<file path="src/rtl/led_pkg.sv">
// rtl/led_pkg.sv - shared constants and types for the LED fader
package led_pkg;
    localparam int          LED_COUNT         = 6;
    localparam logic [15:0] MMIO_LED_ADDR     = 16'hf000;
    localparam logic [15:0] MMIO_LED_MAX_ADDR = 16'hf001;

    typedef logic [LED_COUNT-1:0] led_vec_t;
endpackage

</file>
<file path="src/rtl/led_fader_channel.sv">
// rtl/led_fader_channel.sv - one LED: brightness level ramp and PWM compare
module led_fader_channel #(
    parameter int PWM_BITS = 8
) (
    input  logic                clock,
    input  logic                reset,
    input  logic                tick,
    input  logic                req,
    input  logic [PWM_BITS-1:0] max_level,
    input  logic [PWM_BITS-1:0] pwm_cnt,
    output logic                on
);
    logic [PWM_BITS-1:0] level;
    logic [PWM_BITS-1:0] target;

    assign target = req ? max_level : '0;

    // One LSB per tick toward the target; reversal simply changes direction.
    always_ff @(posedge clock or posedge reset) begin
        if (reset) begin
            level <= '0;
        end else if (tick) begin
            if (level < target) begin
                level <= level + 1'b1;
            end else if (level > target) begin
                level <= level - 1'b1;
            end
        end
    end

    assign on = (level > pwm_cnt);
endmodule

</file>
<file path="src/rtl/led_fader.sv">
// rtl/led_fader.sv - PWM LED fader top; LED_FADER_ACTIVE_LOW_EN inverts pad drive
module led_fader
    import led_pkg::*;
#(
    parameter int PWM_BITS = 8,
    parameter int STEP_DIV = 4096
) (
    input  logic        clock,
    input  logic        reset,
    input  logic [15:0] mmio_addr,
    input  logic [7:0]  mmio_data,
    input  led_vec_t    led_in,
    output led_vec_t    led_out
);
    localparam int                 PRESC_W    = (STEP_DIV > 1) ? $clog2(STEP_DIV) : 1;
    localparam logic [PRESC_W-1:0] PRESC_LAST = PRESC_W'(STEP_DIV - 1);

    logic [PWM_BITS-1:0] pwm_cnt;
    logic [PRESC_W-1:0]  presc;
    logic [PWM_BITS-1:0] max_level;
    logic                tick;
    led_vec_t            on;

    assign tick = (presc == PRESC_LAST);

    always_ff @(posedge clock or posedge reset) begin
        if (reset) begin
            pwm_cnt <= '0;
            presc   <= '0;
        end else begin
            pwm_cnt <= pwm_cnt + 1'b1;
            presc   <= tick ? '0 : presc + 1'b1;
        end
    end

    // Channels see the pre-write max on a coinciding tick.
    always_ff @(posedge clock or posedge reset) begin
        if (reset) begin
            max_level <= '1;
        end else if (mmio_addr == MMIO_LED_MAX_ADDR) begin
            max_level <= mmio_data[PWM_BITS-1:0];
        end
    end

    for (genvar i = 0; i < LED_COUNT; i++) begin : g_ch
        led_fader_channel #(
            .PWM_BITS (PWM_BITS)
        ) u_ch (
            .clock     (clock),
            .reset     (reset),
            .tick      (tick),
            .req       (led_in[i]),
            .max_level (max_level),
            .pwm_cnt   (pwm_cnt),
            .on        (on[i])
        );
    end

    always_ff @(posedge clock or posedge reset) begin
        if (reset) begin
`ifdef LED_FADER_ACTIVE_LOW_EN
            led_out <= '1;
`else
            led_out <= '0;
`endif
        end else begin
`ifdef LED_FADER_ACTIVE_LOW_EN
            led_out <= ~on;
`else
            led_out <= on;
`endif
        end
    end
endmodule

</file>
<file path="config.mk">
export PLATFORM = sky130hd
export DESIGN_NAME = led_fader
export DESIGN_NICKNAME = d
export VERILOG_FILES = /design/src/rtl/led_pkg.sv /design/src/rtl/led_fader_channel.sv /design/src/rtl/led_fader.sv
export SDC_FILE = /design/constraint.sdc
export NUM_CORES = 1
export LEC_CHECK = 0
export ABC_AREA = 0
export CAP_MARGIN = 20
export CELL_PAD_IN_SITES_DETAIL_PLACEMENT = 0
export CELL_PAD_IN_SITES_GLOBAL_PLACEMENT = 1
export CORE_UTILIZATION = 45
export DETAILED_ROUTE_END_ITERATION = 8
export GPL_TIMING_DRIVEN = 0
export HOLD_SLACK_MARGIN = 0.06
export MAX_ROUTING_LAYER = met4
export PLACE_DENSITY_LB_ADDON = 0.3
export SLEW_MARGIN = 20
export SYNTH_ARGS = -nofsm -noshare
export SYNTH_HDL_FRONTEND = slang
export SYNTH_SLANG_ARGS = --single-unit
export TNS_END_PERCENT = 1
</file>
<file path="constraint.sdc">
create_clock -name clock -period 4.47 [get_ports clock]
set_clock_uncertainty 0.05 [all_clocks]
set_input_delay 0.894 -clock clock [delete_from_list [all_inputs] [get_ports clock]]
set_output_delay 0.894 -clock clock [all_outputs]
set_load 0.02 [all_outputs]
</file>
After elaboration in Yosys (flattened, before gate mapping)
Cells that the tools add are included.
- logic and storage cells: 75
- output and inout bits: 6
- flip-flop bits (word level): 82
- input bits: 32
- magnitude comparators: 18
- equal/unequal tests: 2
- reduce and logical (&&, ||, !) cells: 12
- mux-type cells: 19
- $add $sub $neg: 14
- operator list (cell ; count):
    $mux W8 ; 18
    $gt A8 B8 Y1 ; 12
    $add A8 B1 Y8 const B ; 7
    $lt A8 B8 Y1 ; 6
    $sub A8 B1 Y8 const B ; 6
    $eq A16 B16 Y1 const B ; 1
    $add A12 B1 Y12 const B ; 1
    $eq A12 B12 Y1 const B ; 1
    $mux W12 ; 1
    $reduce_and A2 Y1 ; 6
    $reduce_bool A2 Y1 ; 6

Depth between registers and ports, before layout
Gate-level depths: netlist of the first run.
- depth in word-level cells: 4
- mapped depth: 14
- depth with buffers taken out: 13

Hierarchy
A second synthesis of the first run with hierarchy kept.
- cells, all modules: 774
- area, all modules: 7308.3 um^2
- by module, submodules not included (module ; cells each ; instances ; seq. area each (um^2) ; area an instance (um^2)):
    led_fader_channel ; 112 ; 6 ; 200.2 ; 979.7
    led_fader ; 102 ; 1 ; 860.8 ; 1430.1

Worst setup path before layout of the first run
Ideal clock, no wire load.
- path type: input to register
- from: in led_in[5]
- to: reg g_ch[5].u_ch.level[6]
- setup slack: 0.749 ns
- buffers on the path: 1
- arrival: 3.547 ns
- data required time: 4.295 ns
- stages on the path: 14
- setup time: 0.125 ns
- cells stage by stage: clkbuf_1 -> nand2_1 -> ha_1 -> nor2b_1 -> o211ai_1 -> a21oi_1 -> or2_2 -> fa_1 -> a21o_1 -> a21oi_1 -> o21bai_1 -> a21oi_1 -> xnor2_1 -> mux2_2
- cells in the longest elaborated chain, start to end: 4
- elaborated cells on any way between the ends: 6
- classes of those cells: order compare (2); mux (2); reduce/logical (2)
- ends and longest elaborated chain (element ; RTL line ; text):
    start, declared ; led_fader.sv:12 ; input led_vec_t led_in,
    $mux W8 (*) ; led_fader_channel.sv:16 ; assign target = req ? max_level : '0;
    $gt A8 B8 Y1 / $lt A8 B8 Y1 (equally long branches) ; led_fader_channel.sv:25, led_fader_channel.sv:23 ;
    $reduce_bool A2 Y1 (no line) ; -- ;
    $reduce_and A2 Y1 (no line) ; -- ;
    end signal, assigned ; led_fader_channel.sv:24 ; level <= level + 1'b1;
    end signal, assigned ; led_fader_channel.sv:26 ; level <= level - 1'b1;
    end, declared ; led_fader_channel.sv:13 ; logic [PWM_BITS-1:0] level;
Every way passes the cells marked *; elsewhere a longest branch is shown, timed or not.
A chain may end at the register's enable or synchronous reset.

Final worst setup path of the first run
- from: in led_in[1]
- to: reg g_ch[1].u_ch.level[6]
- cells in the longest elaborated chain, start to end: 4
- elaborated cells on any way between the ends: 6
- classes of those cells: order compare (2); mux (2); reduce/logical (2)
- ends and longest elaborated chain (element ; RTL line):
    $mux W8 (*) ; led_fader_channel.sv:16
    $gt A8 B8 Y1 / $lt A8 B8 Y1 (equally long branches) ; led_fader_channel.sv:25, led_fader_channel.sv:23
    $reduce_bool A2 Y1 (no line) ; --
    $reduce_and A2 Y1 (no line) ; --
    end signal, assigned ; led_fader_channel.sv:24
    end signal, assigned ; led_fader_channel.sv:26
    end, declared ; led_fader_channel.sv:13
Marked as above.

==> impl_metrics.tcl, run 1 <==
set metrics [dict create \
    status "finished, final reports clean" \
    synth_top_cell_by_area "dfrtp_1" \
    vias 5315 \
    leakagePower_nw 2.95 \
    critPathMaxStageDelay_ns 0.44 \
    grt_use_total_pct 21.8 \
    dr.pass1.iters 4 \
    maxSlewViolCount 0 \
    crit_fanout 8 \
    critPathBufInv 1 \
    finish.utilization_pct 52.4 \
    nFillCells 1317 \
    arrival_ns 3.92 \
    n_antenna_cell 0 \
    core-area_um2 14800 \
    synthTopCellsByCount "ha_1 (134), a21oi_1 (78), dfrtp_1 (74)" \
    reg2reg_depth 13 \
    crit_path_start_kind "input pin" \
    synth_edf_count 0 \
    clk_latency_ns 0.35 \
    clockRootBuffer "clkbuf_16" \
    synth.distinct_cells 40 \
    worstPathCellList "clkbuf_1 -> nand2_1 -> ha_1 -> nor2b_1 -> o211ai_1 -> a21oi_1 -> or2_2 -> fa_1 -> a21o_1 -> a21oi_1 -> o21bai_1 -> a21oi_1 -> xnor2_1 -> mux2_2" \
    grt_pass1_vias 5520 \
    grt_first_pass_wirelength_um 26300 \
    row_count 44 \
    numCtsBuffers 9 \
    wirelength_um 15500 \
    synth_seq_area_share_pct 29.9 \
    finalHoldViolCount 0 \
    cp.required_ns 4.66 \
    synth_area_leaders "dfrtp_1 (27%), ha_1 (24%), a21oi_1 (5.7%), mux2_2 (5.4%), xnor2_1 (5.1%)" \
    dp_hpwl_um 11700 \
    place_congestion 0.803 \
    nets 918 \
    finalWorstSetupSlack_ns 0.744 \
    synth-main-ff-cell "dfrtp_1" \
    cts-htree-levels 3 \
    yosysTopAreaCellShare_pct 26.9 \
    synth.most_common_cell "ha_1" \
    async_flop_share_pct 100 \
    holdBufCountCts 0 \
    drive_above_1_share_pct 11.1 \
    cts_tree "done" \
    hold_depth 1 \
    die_height_um 126 \
    critPathMostFrequentCell "a21oi_1" \
    crit_family "compound AO/OA/AOI/OAI gates" \
    first_iter_violations 261 \
    synth_area_um2 6900 \
    ys_ff_latch 82 \
    path_clk_slew_ns 0.07 \
    end_kind "flop" \
    finalPower_w 0.00150 \
    numPortBuffers 31 \
    relSlewSlack_pct 68.1 \
    syn_avg_cell_area_um2 9.81 \
    fin_crit_sh_pct 83.3 \
    setup_violations 0 \
    numClockSinks 82 \
    rsz0062_at_grt "no" \
    grt_start_max_net_pins 52 \
    pre_cts_ws_ns 0.391 \
    io-pin-count 38 \
    grt_overflow 0 \
    synth_nets 875 \
    yosys_warnings 0 \
    cap_violations 0 \
    peakVddDrop_v 0.000173 \
    antenna_left 0 \
    criticalPathCategory "input pin to flop" \
    p_per_area_nw_per_um2 193 \
    wl_per_cell_um 16.6 \
    final.setup.tns_ns 0 \
    cp.depth 14 \
    cts_resized 0 \
    period_needed_ns 3.73 \
    start_util_pct 46.7 \
    die_area_um2 15800 \
    cts_max_path_buffers 2 \
    worstHoldPathType "flop to flop" \
    fmax_mhz 268 \
    areaGrowthSynthToFinish_pct 12.2 \
    via_per_inst 5.68 \
    worst_slew_pin_slew_ns 0.477 \
    antenna_found_initial 0 \
    route.detailed.drc 0 \
    crit_slowest_cell "fa_1" \
    post-cts-setup-buffers 0 \
    synthCells 703 \
    fp.dieW_um 126 \
]
-- through the flow --
step           std cells  instance area [µm²]  hold WS (ns)
6_report             935                 7740         0.421
4_1_cts              935                 7740         0.425
3_5_place_dp         919                 7470         0.417
3_3_place_gp         918                 7440         0.409
2_1_floorplan        703                 6900         0.396
5_1_grt              935                 7740         0.451
-- routing by layer --
| metal | GRT usage [%] | share of wire (%) | vias up |
|---|---|---|---|
| li1 | - | - | 2627 |
| met5 | - | 0 | - |
| met4 | 8.15 | 2.7 | 0 |
| met2 | 37.1 | 47 | 100 |
| met3 | 3.95 | 3.9 | 33 |
| met1 | 25.8 | 46 | 2555 |
-- sequential cells by signal, summed over array words and instances (netlist names) --
name / flops
g_ch.u_ch.level: 48
presc: 12
max_level: 8
pwm_cnt: 8
led_out: 6
-- cells by family after synthesis --
family	count (synthesis)	synth area share, %
compound gates	163	14.4
xor+xnor	57	7.24
fa+ha+maj	140	26.1
buf+inv	34	1.85
flops	82	29.9
mux	39	6.62
simple gates	188	13.9
-- area by class of cell --
| cell class | count | area (µm²) | share of cell area [%] |
|---|---|---|---|
| multi-input cells | 587 | 4710 | 60.8 |
| flip-flops and latches | 82 | 2060 | 26.6 |
| repair buffers | 32 | 338 | 4.37 |
| well taps | 184 | 230 | 2.98 |
| clock buffers | 9 | 225 | 2.91 |
| inverters | 28 | 108 | 1.39 |
| clock inverters | 7 | 46.3 | 0.598 |
| plain buffers | 6 | 22.5 | 0.291 |
-- layout by cell type, fill, tap and decap left out, types with 13 or more instances in the layout --
| cell type | count |
|---|---|
| ha_1 | 134 |
| a21o_1 | 18 |
| o21a_1 | 13 |
| nor2_1 | 24 |
| dfrtp_1 | 74 |
| xor2_1 | 17 |
| clkdlybuf4s50_1 | 31 |
| mux2_2 | 33 |
| xnor2_1 | 40 |
| inv_1 | 27 |
| a21oi_1 | 78 |
| nand4_1 | 28 |
| o21ai_0 | 30 |
| nand2_1 | 70 |
-- final timing paths --
check | from | endpoint | slack (ns)
setup reg to reg | max_level[1] | g_ch[1].u_ch.level[6] | 0.90
setup / recovery | led_in[1] | g_ch[1].u_ch.level[6] | 0.74
hold reg to reg | presc[4] | presc[4] | 0.42
max in group asynchronous | reset | max_level[0] | 2.83
hold / removal | presc[4] | presc[4] | 0.42
min in group asynchronous | reset | presc[7] | 0.87
-- power by group --
part           switching, W  internal, W  total [W]
Sequential      0.000000184     0.000742   0.000743
Combinational     0.0000257    0.0000241  0.0000498
Clock              0.000330     0.000374   0.000704
(Power assumes the default switching activity.)
==> inputs of run 2 (changes only) <==
clock period = 3.7 ns   (was 4.47 ns; I/O delays follow)
==> run 2 against run 1 <==
First-iteration DRC count decreased by 4.6%. Count of clock-buffer cells in the layout unchanged. Hold slack unchanged. Critical path type unchanged. Final area increased by 0.36%. Critical path depth unchanged. Flip-flop and latch count unchanged. Worst setup slack got worse by 0.57 ns.
==> impl_metrics.tcl, run 2 (synthesis results as in run 1) <==
set metrics [dict create \
    status "finished, final reports clean" \
    via_per_inst 5.67 \
    fin_crit_sh_pct 95.2 \
    n_antenna_cell 0 \
    dp_hpwl_um 11700 \
    cts_max_path_buffers 2 \
    reg2reg_from "max_level[1]" \
    drive_above_1_share_pct 11.6 \
    largest_reg_flops 48 \
    hp-start "presc[4]" \
    path_clk_slew_ns 0.07 \
    end_kind "flop" \
    numPortBuffers 31 \
    whs_endpoint "presc[4]" \
    die_area_um2 15800 \
    clk_latency_ns 0.35 \
    grt_use_total_pct 21.8 \
    r2r_slack_ns 0.18 \
    wl_per_cell_um 16.7 \
    routed.top_layer "met4" \
    worst_slew_pin_slew_ns 0.477 \
    wl_met1_um 7140 \
    top_register "g_ch.u_ch.level" \
    cts_tree "done" \
    cap_violations 0 \
    hold_ws_ns 0.421 \
    row_count 44 \
    leakagePower_nw 2.96 \
    rsz0062_at_grt "no" \
    numClockSinks 82 \
    fmax_mhz 284 \
    cts-htree-levels 3 \
    io-pin-count 38 \
    peakVddDrop_v 0.000209 \
    dr_wl_met3_um 639 \
    reg2reg_depth 13 \
    largestRegisters "g_ch.u_ch.level (48), presc (12)" \
    fin_cells 935 \
    die_height_um 126 \
    grt_start_max_net_pins 52 \
    layout_common_cells "ha_1 (134), a21oi_1 (74), dfrtp_1 (74)" \
    grt_first_pass_wirelength_um 26300 \
    first_iter_violations 249 \
    core-area_um2 14800 \
    criticalPathCategory "input pin to flop" \
    dr.pass1.iters 5 \
    areaGrowthSynthToFinish_pct 12.6 \
    post-cts-setup-buffers 0 \
    clockRootBuffer "clkbuf_16" \
    antenna_left 0 \
    hold_depth 1 \
    nFillCells 1306 \
    p_per_area_nw_per_um2 233 \
    fp.dieW_um 126 \
    dp.cells 919 \
    r2r_end "g_ch[1].u_ch.level[6]" \
    finalHoldViolCount 0 \
    grt_overflow 0 \
    dr_wl_met2_um 7440 \
    start_util_pct 46.7 \
    crit_path_start_kind "input pin" \
    final_common_cell "ha_1" \
    grt_pass1_vias 5520 \
    crit_fanout 8 \
    route.detailed.drc 0 \
    nets 918 \
    wirelength_um 15600 \
    numCtsBuffers 9 \
    relSlewSlack_pct 68.1 \
    finalPower_w 0.00181 \
    maxSlewViolCount 0 \
    place_congestion 0.803 \
    setup_violations 0 \
    antenna_found_initial 0 \
    arrival_ns 3.71 \
    worstHoldPathType "flop to flop" \
    period_needed_ns 3.52 \
    cp.required_ns 3.89 \
    vias 5302 \
]
[run 2: routing by layer]
metal	track usage (%)	vias to the layer above
li1	-	2627
met1	25.8	2562
met2	37.1	85
met3	3.95	28
met4	8.15	0
met5	-	-
[run 2: how the worst max path moves through the flow]
stage                 start               endpoint  slack (ns)  depth (start not counted)
2_1_floorplan     led_in[5]  g_ch[5].u_ch.level[6]        0.13                         14
3_3_place_gp          reset  g_ch[0].u_ch.level[1]       -0.65                          2
3_5_place_dp      led_in[1]  g_ch[1].u_ch.level[6]       -0.23                         14
4_1_cts        max_level[1]  g_ch[3].u_ch.level[6]        0.14                         13
5_1_grt        max_level[1]  g_ch[1].u_ch.level[6]        0.03                         13
6_report          led_in[1]  g_ch[1].u_ch.level[6]        0.18                         14
[run 2: where the power goes]
part / leakage (nW) / internal (W) / switching [W] / total (W)
sequential: 0.837 / 0.000897 / 0.000000221 / 0.000897
clock: 0.127 / 0.000452 / 0.000399 / 0.000851
combinational: 1.99 / 0.0000291 / 0.0000311 / 0.0000602
[run 2: worst max-delay path, stage by stage]
cell	delay (ns)
clkbuf_1	0.29
nand2_1	0.10
ha_1	0.29
nor2b_1	0.14
o211ai_1	0.20
a21oi_1	0.15
or2_2	0.39
fa_1	0.44
a21o_1	0.19
a21oi_2	0.18
o21bai_1	0.09
a21oi_1	0.17
xnor2_1	0.08
mux2_2	0.26
[run 2: metrics by stage]
stage / cell area, µm² / worst slack (ns) / utilization (%) / setup TNS, ns
floorplan: 6900 / 0.133 / - / 0
global placement: 7440 / -0.652 / 50.4 / -48.24
detailed placement: 7470 / -0.225 / 50.6 / -1.17
CTS: 7740 / 0.136 / 52.4 / 0
global route: 7760 / 0.0311 / 52.6 / 0
finish: 7760 / 0.179 / 52.6 / 0
[run 2: layout make-up]
| cell class | count | area (µm²) | area share [%] |
|---|---|---|---|
| flip-flops and latches | 82 | 2060 | 26.6 |
| multi-input cells | 587 | 4730 | 61.0 |
| repair buffers | 32 | 338 | 4.35 |
| clock buffers | 9 | 225 | 2.90 |
| clock inverters | 7 | 46.3 | 0.596 |
| plain buffers | 6 | 22.5 | 0.290 |
| well taps | 184 | 230 | 2.96 |
| inverters | 28 | 108 | 1.39 |
[run 2: what timing repair did]
item / in CTS / in global routing
resized for setup: 0 / 9
endpoints found under the setup margin: 0 / 6
hold buffers: 0 / 0
==> variant: new RTL, flow settings as in run 1 <==
Add an input register stage for `mmio_addr`, `mmio_data` and `led_in`, without a reset; this delays them by one clock.
--- a/src/rtl/led_fader.sv
+++ b/src/rtl/led_fader.sv
@@ -15,4 +15,14 @@
     localparam int                 PRESC_W    = (STEP_DIV > 1) ? $clog2(STEP_DIV) : 1;
     localparam logic [PRESC_W-1:0] PRESC_LAST = PRESC_W'(STEP_DIV - 1);
+
+    logic [15:0] mmio_addr_q;
+    logic [7:0] mmio_data_q;
+    led_vec_t led_q;
+
+    always_ff @(posedge clock) begin
+        mmio_addr_q <= mmio_addr;
+        mmio_data_q <= mmio_data;
+        led_q       <= led_in;
+    end
 
     logic [PWM_BITS-1:0] pwm_cnt;
@@ -38,6 +48,6 @@
         if (reset) begin
             max_level <= '1;
-        end else if (mmio_addr == MMIO_LED_MAX_ADDR) begin
-            max_level <= mmio_data[PWM_BITS-1:0];
+        end else if (mmio_addr_q == MMIO_LED_MAX_ADDR) begin
+            max_level <= mmio_data_q[PWM_BITS-1:0];
         end
     end
@@ -50,5 +60,5 @@
             .reset     (reset),
             .tick      (tick),
-            .req       (led_in[i]),
+            .req       (led_q[i]),
             .max_level (max_level),
             .pwm_cnt   (pwm_cnt),
Behaviour: same outputs for any inputs over 10 cycles, from zero or initial values and one cycle with reset high; that may be too few to reach the edited logic, so the function may still have changed.
==> variant against run 1 <==
Routed wire length increased by 4.0%; design area increased by 9.4%; sequential power increased by 39%; power increased by 27%; via count increased by 2.8%; synthesized area increased by 8.7%; fmax increased by 3.9%; sequential cell count increased by 30; critical path depth decreased by 1; clock power increased by 15%; worst setup slack improved by 0.14 ns; highest routed layer unchanged.
==> variant: results <==
metrics = {
    "place": {
        "dp_worst_setup_slack_ns": 0.908,
        "place_hpwl_um": 12000,
        "dp.cells": 987,
    },
    "final_layout": {
        "seq_cells": 112,
        "drive_gt1_share_pct": 10.4,
        "sh_seq_area_pct": 31.5,
        "layout.nonclk_buf_share_pct": 4.97,
        "n_fill_cell": 1395,
        "fin_nets": 954,
        "clk_share_pct": 3.50,
        "multi_input_area_share_pct": 55.6,
    },
    "synth": {
        "yosysUniqueCellTypes": 41,
        "synth_compound_area_share_pct": 13.3,
        "synthesis.nets": 905,
        "synth_xor_xnor_area_share_pct": 6.66,
        "yosysSeqAreaShare_pct": 35.5,
    },
    "power_and_ir_drop": {
        "p_leak_uw": 0.00395,
        "p_sw_uw": 447,
        "clock_power_uw": 813,
        "ir_worst_vdd_uv": 274,
    },
    "clock_tree": {
        "clk_latency_ns": 0.37,
    },
    "detailed_routing": {
        "wl_per_cell_um": 16.1,
        "drt_iter0_drc": 229,
        "wl_met2_um": 8110,
    },
    "worst_setup_path": {
        "cp.arrival_ns": 3.80,
        "cpPeakStageDelay_ns": 0.67,
    },
    "global_route": {
        "grt_util_all_layers_pct": 21.7,
        "met1_usage_pct": 26.2,
        "grt_max_degree": 54,
        "use_met2_pct": 37.2,
        "grt_pass1_vias": 5576,
    },
    "sta": {
        "slew_headroom_pct": 62.9,
    },
    "outcome": {
        "status": "finished clean",
    },
}
[variant: cell count changes in the layout (fill, tap and decap cells not counted)]
cell,change
dfxtp_1,+30
clkinv_8,+1
clkinvlp_4,-3
inv_6,+1
clkinv_1,+1
clkinv_2,-3
clkdlybuf4s50_1,+6
inv_8,+3
[variant: worst paths after layout]
check                          startpoint               endpoint  slack (ns)  cells after the start
min in group asynchronous           reset               presc[4]        0.83                      2
max                          max_level[1]  g_ch[1].u_ch.level[6]        0.88                     13
min                        mmio_data_q[0]           max_level[0]        0.42                      1
max reg2reg                  max_level[1]  g_ch[1].u_ch.level[6]        0.88                     13
max in group asynchronous           reset           max_level[6]        2.87                      3
min reg2reg                mmio_data_q[0]           max_level[0]        0.42                      1
[variant: stage by stage]
| step | total power, µW | setup TNS [ns] |
|---|---|---|
| floorplan | 1070 | 0 |
| global placement | 1100 | -3.96 |
| detailed placement | 1110 | 0 |
| CTS | 1920 | 0 |
| global route | 1970 | 0 |
| finish | 1900 | 0 |
